[config.mk]
export PLATFORM = sky130hd
export DESIGN_NAME = ili9341_spi_monitor
export DESIGN_NICKNAME = d
export VERILOG_FILES = /design/src/rtl/ili9341_pkg.sv /design/src/rtl/ili9341_spi_rx.sv /design/src/rtl/ili9341_spi_monitor.sv
export SDC_FILE = /design/constraint.sdc
export NUM_CORES = 1
export LEC_CHECK = 0
export BUFFER_PORTS_ARGS = -buffer_cell sky130_fd_sc_hd__buf_2
export CAP_MARGIN = 25
export CORE_ASPECT_RATIO = 0.5
export CORE_MARGIN = 2
export CORE_UTILIZATION = 60
export CTS_CLUSTER_DIAMETER = 120
export DETAILED_ROUTE_END_ITERATION = 6
export GPL_TIMING_DRIVEN = 0
export PLACE_DENSITY = 0.87
export SYNTH_ARGS = -nofsm -noshare
export SYNTH_HDL_FRONTEND = slang
export SYNTH_SLANG_ARGS = --single-unit
[constraint.sdc]
create_clock -name sysclk -period 2.85 [get_ports sysclk]
set_input_delay 0.4275 -clock sysclk [delete_from_list [all_inputs] [get_ports sysclk]]
set_output_delay 0.4275 -clock sysclk [all_outputs]
set_load 0.1 [all_outputs]
[src/rtl/ili9341_pkg.sv]
// Shared definitions for the ILI9341 SPI receive-side monitor:
// command codes, decoder state encoding, window defaults and the
// bundle of synchronised SPI pins.
package ili9341_pkg;

   // ILI9341 commands the monitor understands
   localparam logic [7:0] CMD_CASET = 8'h2A;
   localparam logic [7:0] CMD_PASET = 8'h2B;
   localparam logic [7:0] CMD_RAMWR = 8'h2C;

   // Default panel geometry and window origin
   localparam int         DEF_WIDTH  = 240;
   localparam int         DEF_HEIGHT = 320;
   localparam logic [8:0] DEF_XS     = 9'd0;
   localparam logic [8:0] DEF_YS     = 9'd0;

   // Command decoder states
   typedef enum logic [2:0] {
      ST_IDLE,
      ST_CASET,
      ST_PASET,
      ST_RAMWR_HI,
      ST_RAMWR_LO,
      ST_SKIP
   } dec_state_t;

   // One sample of the SPI pins as they travel down the synchroniser
   typedef struct packed {
      logic rst_n;
      logic cs_n;
      logic sclk;
      logic din;
      logic dc;
   } spi_pins_t;

   // Pin values of an idle, out-of-reset link
   localparam spi_pins_t PINS_IDLE = '{rst_n: 1'b1, cs_n: 1'b1, sclk: 1'b0,
                                       din: 1'b0, dc: 1'b0};

   // A window is legal when it is non-empty and ends inside the panel
   function automatic logic window_ok(input logic [15:0] start_v,
                                      input logic [15:0] end_v,
                                      input logic [15:0] limit);
      return (start_v <= end_v) && (end_v < limit);
   endfunction

endpackage

[src/rtl/ili9341_spi_rx.sv]
// SPI byte receiver: synchronises the panel pins to sysclk, detects
// rising edges of tft_clk and deserialises MSB-first bytes. Each byte
// is tagged as command or data using tft_dc sampled with its last bit.
// SYNC_STAGES must be at least 2.
module ili9341_spi_rx
   import ili9341_pkg::*;
#(
   parameter int SYNC_STAGES = 2
)
(
   input  logic       sysclk,
   input  logic       rst,
   input  logic       tft_rst,
   input  logic       tft_cs,
   input  logic       tft_clk,
   input  logic       tft_din,
   input  logic       tft_dc,
   output logic       tft_rst_s,
   output logic       byte_valid,
   output logic [7:0] byte_data,
   output logic       byte_is_cmd
);

   spi_pins_t  sync_q [SYNC_STAGES];
   spi_pins_t  pins;
   logic       sclk_d;
   logic       sclk_rise;
   logic [2:0] bit_cnt;
   logic [7:0] shreg;
   logic       done;
   logic       dc_q;

   assign pins      = sync_q[SYNC_STAGES-1];
   assign tft_rst_s = pins.rst_n;
   assign sclk_rise = pins.sclk & ~sclk_d;

   // Synchroniser chain for all panel inputs
   // NOTE: sequential state always uses <=, so every flop samples the
   // pre-edge value of its neighbour and the chain shifts by one per edge.
   always_ff @(posedge sysclk) begin
      if (rst) begin
         for (int i = 0; i < SYNC_STAGES; i++) sync_q[i] <= PINS_IDLE;
      end else begin
         sync_q[0] <= '{rst_n: tft_rst, cs_n: tft_cs, sclk: tft_clk,
                        din: tft_din, dc: tft_dc};
         for (int i = 1; i < SYNC_STAGES; i++) sync_q[i] <= sync_q[i-1];
      end
   end

   // Delayed copy of the synchronised clock for edge detection
   always_ff @(posedge sysclk) begin
      if (rst) sclk_d <= 1'b0;
      else     sclk_d <= pins.sclk;
   end

   // Bit capture; a deselect drops any partial byte
   always_ff @(posedge sysclk) begin
      if (rst || !pins.rst_n) begin
         bit_cnt <= 3'd0;
         shreg   <= 8'd0;
         done    <= 1'b0;
         dc_q    <= 1'b0;
      end else begin
         done <= 1'b0;
         if (pins.cs_n) begin
            bit_cnt <= 3'd0;
         end else if (sclk_rise) begin
            shreg   <= {shreg[6:0], pins.din};
            bit_cnt <= bit_cnt + 3'd1;
            if (bit_cnt == 3'd7) begin
               done <= 1'b1;
               dc_q <= pins.dc;
            end
         end
      end
   end

   // Present the completed byte one cycle after its last bit
   always_ff @(posedge sysclk) begin
      if (rst) begin
         byte_valid  <= 1'b0;
         byte_data   <= 8'd0;
         byte_is_cmd <= 1'b0;
      end else begin
         byte_valid <= done;
         if (done) begin
            byte_data   <= shreg;
            byte_is_cmd <= ~dc_q;
         end
      end
   end

endmodule

[src/rtl/ili9341_spi_monitor.sv]
// Receive-side model of the ILI9341 4-wire SPI link. Bytes come from
// ili9341_spi_rx; this level decodes CASET/PASET/RAMWR, keeps the
// address window and cursor, and emits one addressed RGB565 pixel per
// completed RAMWR pixel.
// Build option: define ILI_MON_STATS_EN to add saturating cmd_count and
// pix_count outputs.
module ili9341_spi_monitor
   import ili9341_pkg::*;
#(
   parameter int SYNC_STAGES = 2,
   parameter int WIDTH       = DEF_WIDTH,
   parameter int HEIGHT      = DEF_HEIGHT
)
(
   input  logic        sysclk,
   input  logic        rst,
   input  logic        tft_rst,
   input  logic        tft_cs,
   input  logic        tft_clk,
   input  logic        tft_din,
   input  logic        tft_dc,
   output logic        byte_valid,
   output logic [7:0]  byte_data,
   output logic        byte_is_cmd,
   output logic        pix_valid,
   output logic [8:0]  pix_x,
   output logic [8:0]  pix_y,
   output logic [15:0] pix_data,
   output logic        cmd_err
`ifdef ILI_MON_STATS_EN
   ,
   output logic [15:0] cmd_count,
   output logic [31:0] pix_count
`endif
);

   localparam logic [8:0]  XE_RST = 9'(WIDTH - 1);
   localparam logic [8:0]  YE_RST = 9'(HEIGHT - 1);
   localparam logic [15:0] W_LIM  = 16'(WIDTH);
   localparam logic [15:0] H_LIM  = 16'(HEIGHT);

   logic        tft_rst_s;
   dec_state_t  state;
   logic [1:0]  arg_idx;
   logic [15:0] arg_start;
   logic [7:0]  arg_end_hi;
   logic [15:0] arg_end;
   logic [15:0] win_lim;
   logic        win_ok;
   logic [8:0]  xs, xe, ys, ye;
   logic [8:0]  cur_x, cur_y;
   logic [8:0]  nxt_x, nxt_y;
   logic [7:0]  pix_hi;

   ili9341_spi_rx #(
      .SYNC_STAGES (SYNC_STAGES)
   ) u_rx (
      .sysclk      (sysclk),
      .rst         (rst),
      .tft_rst     (tft_rst),
      .tft_cs      (tft_cs),
      .tft_clk     (tft_clk),
      .tft_din     (tft_din),
      .tft_dc      (tft_dc),
      .tft_rst_s   (tft_rst_s),
      .byte_valid  (byte_valid),
      .byte_data   (byte_data),
      .byte_is_cmd (byte_is_cmd)
   );

   // Window argument check against the axis being programmed
   // NOTE: every always_comb output gets a default before any branch so
   // no path leaves it unassigned and no latch is inferred.
   always_comb begin
      arg_end = {arg_end_hi, byte_data};
      win_lim = W_LIM;
      if (state == ST_PASET) win_lim = H_LIM;
      win_ok = window_ok(arg_start, arg_end, win_lim);
   end

   // Cursor step: raster order inside the window, wrapping at frame end
   always_comb begin
      nxt_x = cur_x + 9'd1;
      nxt_y = cur_y;
      if (cur_x == xe) begin
         nxt_x = xs;
         if (cur_y == ye) nxt_y = ys;
         else             nxt_y = cur_y + 9'd1;
      end
   end

   // Command decoder, window registers and pixel assembly
   always_ff @(posedge sysclk) begin
      if (rst || !tft_rst_s) begin
         state      <= ST_IDLE;
         arg_idx    <= 2'd0;
         arg_start  <= 16'd0;
         arg_end_hi <= 8'd0;
         xs         <= DEF_XS;
         xe         <= XE_RST;
         ys         <= DEF_YS;
         ye         <= YE_RST;
         cur_x      <= DEF_XS;
         cur_y      <= DEF_YS;
         pix_hi     <= 8'd0;
         pix_valid  <= 1'b0;
         pix_x      <= 9'd0;
         pix_y      <= 9'd0;
         pix_data   <= 16'd0;
         cmd_err    <= 1'b0;
      end else begin
         pix_valid <= 1'b0;
         if (byte_valid) begin
            if (byte_is_cmd) begin
               // Any command abandons a half-received pixel by leaving RAMWR_LO
               arg_idx <= 2'd0;
               case (byte_data)
                  CMD_CASET: state <= ST_CASET;
                  CMD_PASET: state <= ST_PASET;
                  CMD_RAMWR: begin
                     state <= ST_RAMWR_HI;
                     cur_x <= xs;
                     cur_y <= ys;
                  end
                  default:   state <= ST_SKIP;
               endcase
            end else begin
               case (state)
                  ST_CASET, ST_PASET: begin
                     case (arg_idx)
                        2'd0:    arg_start[15:8] <= byte_data;
                        2'd1:    arg_start[7:0]  <= byte_data;
                        2'd2:    arg_end_hi      <= byte_data;
                        default: begin
                           if (!win_ok) begin
                              cmd_err <= 1'b1;
                           end else if (state == ST_CASET) begin
                              xs <= arg_start[8:0];
                              xe <= arg_end[8:0];
                           end else begin
                              ys <= arg_start[8:0];
                              ye <= arg_end[8:0];
                           end
                           state <= ST_SKIP;
                        end
                     endcase
                     arg_idx <= arg_idx + 2'd1;
                  end
                  ST_RAMWR_HI: begin
                     pix_hi <= byte_data;
                     state  <= ST_RAMWR_LO;
                  end
                  ST_RAMWR_LO: begin
                     pix_valid <= 1'b1;
                     pix_x     <= cur_x;
                     pix_y     <= cur_y;
                     pix_data  <= {pix_hi, byte_data};
                     cur_x     <= nxt_x;
                     cur_y     <= nxt_y;
                     state     <= ST_RAMWR_HI;
                  end
                  default: ;
               endcase
            end
         end
      end
   end

`ifdef ILI_MON_STATS_EN
   // Saturating traffic counters
   always_ff @(posedge sysclk) begin
      if (rst || !tft_rst_s) begin
         cmd_count <= 16'd0;
         pix_count <= 32'd0;
      end else begin
         if (byte_valid && byte_is_cmd && (cmd_count != 16'hFFFF))
            cmd_count <= cmd_count + 16'd1;
         if (pix_valid && (pix_count != 32'hFFFF_FFFF))
            pix_count <= pix_count + 32'd1;
      end
   end
`else
   // Statistics counters are not built in this configuration.
`endif

endmodule

==> flow_summary.toml, run 1 <==
[worst_setup_path]
crit_fanout = 10
path_class = "flop to flop"
cp-end-kind = "flop"
crit_arrival_ps = 3160
cp-start-kind = "flop"
required_ps = 3210

[timing]
maxSlewViolCount = 0
maxSlewHeadroom = 0.477
hold_viol_final = 0
skew_ps = 8.00
fin_crit_sh = 0.981
period_needed_ps = 2800
rsz0062_at_grt = "no"
setup-tns-final_ps = 0
worst_pin_slew_ps = 785
fmax_mhz = 358
timing.final.ws_setup_ps = 53.6
setup_violations = 0

[yosys]
yosysUniqueCellTypes = 60
synthFlopType = "dfxtp_1"
synth_top_area_cell = "dfxtp_1"
postSynthAreaPerCell_um2 = 8.56
ys_seq_area_frac = 0.455
ys_ff_latch = 161
syn_inst = 828
yosysWarnings = 0
post-synth-top-area-fraction = 0.455
synth_area_leaders = "dfxtp_1 45%, nand2_1 7.8%, mux2i_1 7.3%"
netlist_area_um2 = 7090
ys_async_sr_fraction = 0
synth-edff-count = 0
syn_nets = 860

[global_routing]
grt_pass1_wl_um = 30600
grt_usage = 0.316
grt_overflow_total = 0
antenna_found_initial = 0
grt_max_degree = 17
grt_pass1_vias = 6101

[cts]
cts_tree = "built"
ctsHtreeMaxLevel = 4
cts_made_buffers = 17
post_cts.resized_instances = 0
clockBufferDepth = 2
insertion_delay_ps = 430
clk_pin_slew_ps = 70
cts_sinks = 161
root_buffer = "clkbuf_16"

[detailed_routing]
first_pass_iters = 5
drtIter0Drc = 591
drt_wl_total_um = 19500
vias = 6361
drc = 0
wl_per_cell_um = 18.1
avgViaCountPerCell = 5.92
antenna_left = 0

[layout]
nFillCells = 785
layout-drive-gt1-share = 0.152
layout.nets = 936
final-seq-area_um2 = 3230
postLayoutCellArea_um2 = 8210
final_util = 0.730
area_growth_pct = 15.8
multiInputGateArea_um2 = 3530
diodes = 0
fin_cells = 1075

[outcome]
status = "finished clean"

[die]
core_um2 = 11200
die_x_um = 158
die_h_um = 80.9
row_count = 27
initial_utilization = 0.630
die_area_um2 = 12800
ios = 53

[power_and_ir_drop]
p_per_area_nw_per_um2 = 581
ir_drop_mv = 0.414
power.leakage_nw = 3.15

[placement]
place_hpwl_um = 13100
place_inst = 1039
place_area_um2 = 7560
dp_slack_ps = 35.6
portBuffers = 52
place_congestion = 0.977

[job]
drv_cap = 0

[worst_hold_path]
hold_class = "input port to flop"
## path summary, 6_finish.rpt
check / start / endpoint / slack (ps) / cells past startpoint
max: u_rx.byte_data[6]$_SDFFE_PP0P_ / ys[5]$_SDFFE_PP0P_ / 50 / 11
min: tft_cs / u_rx.sync_q[0][3]$_SDFF_PP1_ / 170 / 2
max reg2reg: u_rx.byte_data[6]$_SDFFE_PP0P_ / ys[5]$_SDFFE_PP0P_ / 50 / 11
min reg2reg: u_rx.sync_q[0][3]$_SDFF_PP1_ / u_rx.sync_q[0][8]$_SDFF_PP1_ / 410 / 1
## report_power, final
part	switching, mW	internal [mW]	total [mW]
registers	0.00271	2.26	2.26
clock network	0.999	1.42	2.41
logic	0.0775	0.0188	0.0963
## area by class of cell
cell class,count,area share
buffer,53,0.0311
clock buffer,18,0.0535
clock inverter,13,0.0215
inverter,22,0.0101
multi-input combinational,591,0.429
sequential,161,0.393
tap,159,0.0242
timing repair buffer,58,0.0372
## placed cells by master (no fill, tap or decap), types with 3 or more instances in the layout
cell          n
a21oi_1     100
a31oi_1       5
and3_1        5
buf_1         6
buf_2        66
buf_4         7
buf_6         3
bufinv_16     3
clkbuf_1     27
clkbuf_16    17
clkinvlp_4    3
dfxtp_1     156
dfxtp_2       5
ha_1         25
inv_1        22
inv_6         4
mux2i_1      52
nand2_1     147
nand2b_1      4
nand3_1      40
nand4_1       5
nor2_1       69
nor2b_1      16
nor3_1       11
nor3b_1       4
nor4_1        5
o211ai_1      5
o21ai_0      26
o22ai_1       4
o31a_1        3
or2_2         7
xor2_1       21
## cell usage after synthesis, types with 5 or more instances
| cell | count |
|---|---|
| o21ai_0 | 26 |
| nor3_1 | 11 |
| and3_1 | 5 |
| buf_2 | 14 |
| dfxtp_1 | 161 |
| nor2_1 | 69 |
| clkbuf_1 | 28 |
| nand3_1 | 40 |
| nor4_1 | 5 |
| a31oi_1 | 5 |
| inv_1 | 22 |
| o211ai_1 | 5 |
| mux2i_1 | 52 |
| ha_1 | 25 |
| xor2_1 | 21 |
| or2_2 | 7 |
| nand4_1 | 5 |
| buf_1 | 6 |
| nor2b_1 | 16 |
| nand2_1 | 147 |
| a21oi_1 | 100 |
## kinds of logic after synthesis
family,count (synthesis),share of synthesized area
adder cells (fa/ha/maj),26,0.0455
multiplexers,54,0.0766
AND/OR/NAND/NOR,331,0.220
AO/OA/AOI/OAI,158,0.128
XOR/XNOR,22,0.0272
buffers and inverters,76,0.0482
flip-flops,161,0.455
## flip-flops by register name, indices dropped and copies added, names as in the netlist, 9 cells and up
signal	cells
arg_start	16
cur_x	9
cur_y	9
pix_data	16
pix_x	9
pix_y	9
u_rx.sync_q	10
xe	9
xs	9
ye	9
ys	9
## what timing repair did
item                                    4_1_cts  5_1_grt
hold buffers                                  0        0
setup buffers                                 0        6
endpoints found under the setup margin        0       20
## routing by layer
layer	vias to the layer above	routed length, um	share of wire	GRT usage
met5	-	0	0	0
met4	0	633	0.033	0.142
met3	68	1820	0.094	0.0726
met2	319	8830	0.45	0.515
met1	3002	8160	0.42	0.406
li1	2972	-	-	-
## stage by stage
stage | total power, mW | hold WS, ps
3_3_place_gp | 2.40 | 394
5_1_grt | 4.85 | 174
3_5_place_dp | 2.40 | 394
6_report | 4.77 | 173
2_1_floorplan | 2.36 | 389
4_1_cts | 4.76 | 172
## worst max-delay path: stages, from the launching register on
cell     delay [ps]
dfxtp_2         350
buf_2           300
inv_1           190
ha_1            310
nand2_1          60
nor4_1          350
a21bo_2         300
a31o_2          240
nand3_1          90
buf_6           170
buf_8           160
mux2i_1         190
Power figures use the tool's default switching activity.
==> run 2, diff against run 1 <==
BUFFER_PORTS_ARGS = -buffer_cell sky130_fd_sc_hd__clkbuf_2   (was -buffer_cell sky130_fd_sc_hd__buf_2)
GPL_TIMING_DRIVEN = default   (was 0)
==> run 2 against run 1 <==
Compared with the run above:
- global-route usage decreased by 3.5 points
- sequential cell count unchanged
- power fell by 1.8%
- highest routed layer unchanged
- clock-buffer cell count rose by 2
- non-clock buffer count fell by 42
- worst hold slack better by 5.1 ps
- critical endpoint is now ys[7]$_SDFFE_PP0P_
- design area is 2.0% lower
- worst setup slack gained 230 ps
- core utilization shrank 1.4 points
- sequential power about the same
- first-iteration DRC count shrank 16%
==> flow_summary.toml, run 2 (synthesis results as in run 1) <==
[power_and_ir_drop]
power.leakage_nw = 3.01
ir_drop_mv = 0.369
total_power_mw = 4.68
p_per_area_nw_per_um2 = 582

[detailed_routing]
wl_met3_um = 1140
drt_wl_total_um = 17500
antenna_left = 0
wl_met2_um = 8270
avgViaCountPerCell = 5.84
drtIter0Drc = 495
top_layer_used = "met4"
drc = 0
met1Wirelength_um = 7660
first_pass_iters = 5
vias = 6037
wl_per_cell_um = 16.9

[worst_setup_path]
r2r_end = "ys[7]$_SDFFE_PP0P_"
path_buf_inv = 2
reg2reg_slack_ps = 290
worstReg2RegStart = "u_rx.byte_data[6]$_SDFFE_PP0P_"
crit_path_top_delay_cell = "dfxtp_2"
worstSetupEndpoint = "ys[7]$_SDFFE_PP0P_"
cp-end-kind = "flop"
required_ps = 3190
cp.depth = 9
cp_cell_sequence = "inv_1, ha_1, nand2_1, nor4_1, a21bo_2, a31o_2, nand3_1, buf_4, mux2i_1"
critPathTopFamily = "compound AO/OA/AOI/OAI gates"
crit_arrival_ps = 2900
rr_worst_depth = 9
cp-start-kind = "flop"
cp-startpoint = "u_rx.byte_data[6]$_SDFFE_PP0P_"
worst_path_largest_cell_delay_ps = 450
crit_fanout = 18
path_class = "flop to flop"

[global_routing]
grt_max_degree = 49
grt_usage = 0.281
grt_overflow_total = 0
grt_pass1_vias = 5671
grt_pass1_wl_um = 27700
antenna_found_initial = 0

[cts]
cts_made_buffers = 17
clockBufferDepth = 2
insertion_delay_ps = 430
postCtsSetupBuffers = 0
post_cts.resized_instances = 0
hold_buffers = 0
root_buffer = "clkbuf_16"
cts_tree = "built"
cts_sinks = 161
ctsHtreeMaxLevel = 4
clk_pin_slew_ps = 60

[timing]
maxSlewHeadroom = 0.495
worst_pin_slew_ps = 754
fin_crit_sh = 0.899
rsz0062_at_grt = "no"
setup-tns-final_ps = 0
period_needed_ps = 2560
fmax_mhz = 390
worst_hold_slack_ps = 178
timing.final.ws_setup_ps = 287
maxSlewViolCount = 0
skew_ps = 8.09
hold_viol_final = 0
setup_violations = 0

[layout]
postLayoutCellArea_um2 = 8050
area_growth_pct = 13.5
final_util = 0.716
nFillCells = 790
reg_top3 = "arg_start: 16 flops, pix_data: 16 flops, u_rx.sync_q: 10 flops"
final_cell_mix = "156 x dfxtp_1, 147 x nand2_1, 100 x a21oi_1"
layout-drive-gt1-share = 0.150
fin_cells = 1034
layout_commonest_cell = "dfxtp_1"
layout.nets = 894
diodes = 0

[die]
initial_utilization = 0.630
die_h_um = 80.9
ios = 53
core_um2 = 11200
die_x_um = 158
die_area_um2 = 12800
row_count = 27

[job]
drv_cap = 0

[worst_hold_path]
hold_class = "input port to flop"
whs_path_depth = 2

[outcome]
status = "finished clean"

[placement]
place_area_um2 = 7450
dp_slack_ps = 369
portBuffers = 52
place_hpwl_um = 11500
place_congestion = 1.00
place_inst = 1002
==> run 2: worst min-delay path by stage <==
| stage | to | slack [ps] | start |
|---|---|---|---|
| 5_1_grt | u_rx.sync_q[0][4]$_SDFF_PP1_ | 180 | tft_rst |
| 2_1_floorplan | u_rx.sync_q[0][8]$_SDFF_PP1_ | 390 | u_rx.sync_q[0][3]$_SDFF_PP1_ |
| 6_report | u_rx.sync_q[0][3]$_SDFF_PP1_ | 180 | tft_cs |
| 3_5_place_dp | u_rx.sync_q[0][8]$_SDFF_PP1_ | 400 | u_rx.sync_q[0][3]$_SDFF_PP1_ |
| 4_1_cts | u_rx.sync_q[0][3]$_SDFF_PP1_ | 170 | tft_cs |
| 3_3_place_gp | u_rx.sync_q[0][8]$_SDFF_PP1_ | 390 | u_rx.sync_q[0][3]$_SDFF_PP1_ |
==> run 2: power breakdown <==
group	switching (mW)	leakage (nW)	internal, mW	total (mW)
registers	0.00264	1.30	2.26	2.26
logic	0.0590	1.43	0.0201	0.0790
clock network	0.940	0.283	1.40	2.34
total	1.00	3.01	3.68	4.68
==> run 2: worst register-to-register path, stage by stage (launching register included) <==
cell	delay, ps
dfxtp_2	450
inv_1	140
ha_1	300
nand2_1	70
nor4_1	360
a21bo_2	300
a31o_2	230
nand3_1	70
buf_4	290
mux2i_1	290
==> run 2: cell type report <==
type,count,area (um2),area share
Sequential cell,161,3230,0.401
Clock inverter,12,156,0.0194
Clock buffer,20,447,0.0555
Timing Repair Buffer,69,400,0.0497
Inverter,22,82.6,0.0103
Multi-Input combinational cell,591,3540,0.439
Tap cell,159,199,0.0247
==> run 2: routing by layer <==
layer	GRT usage	up-vias
met1	0.354	2877
met5	0	-
met4	0.123	0
met2	0.468	228
li1	-	2885
met3	0.0662	47
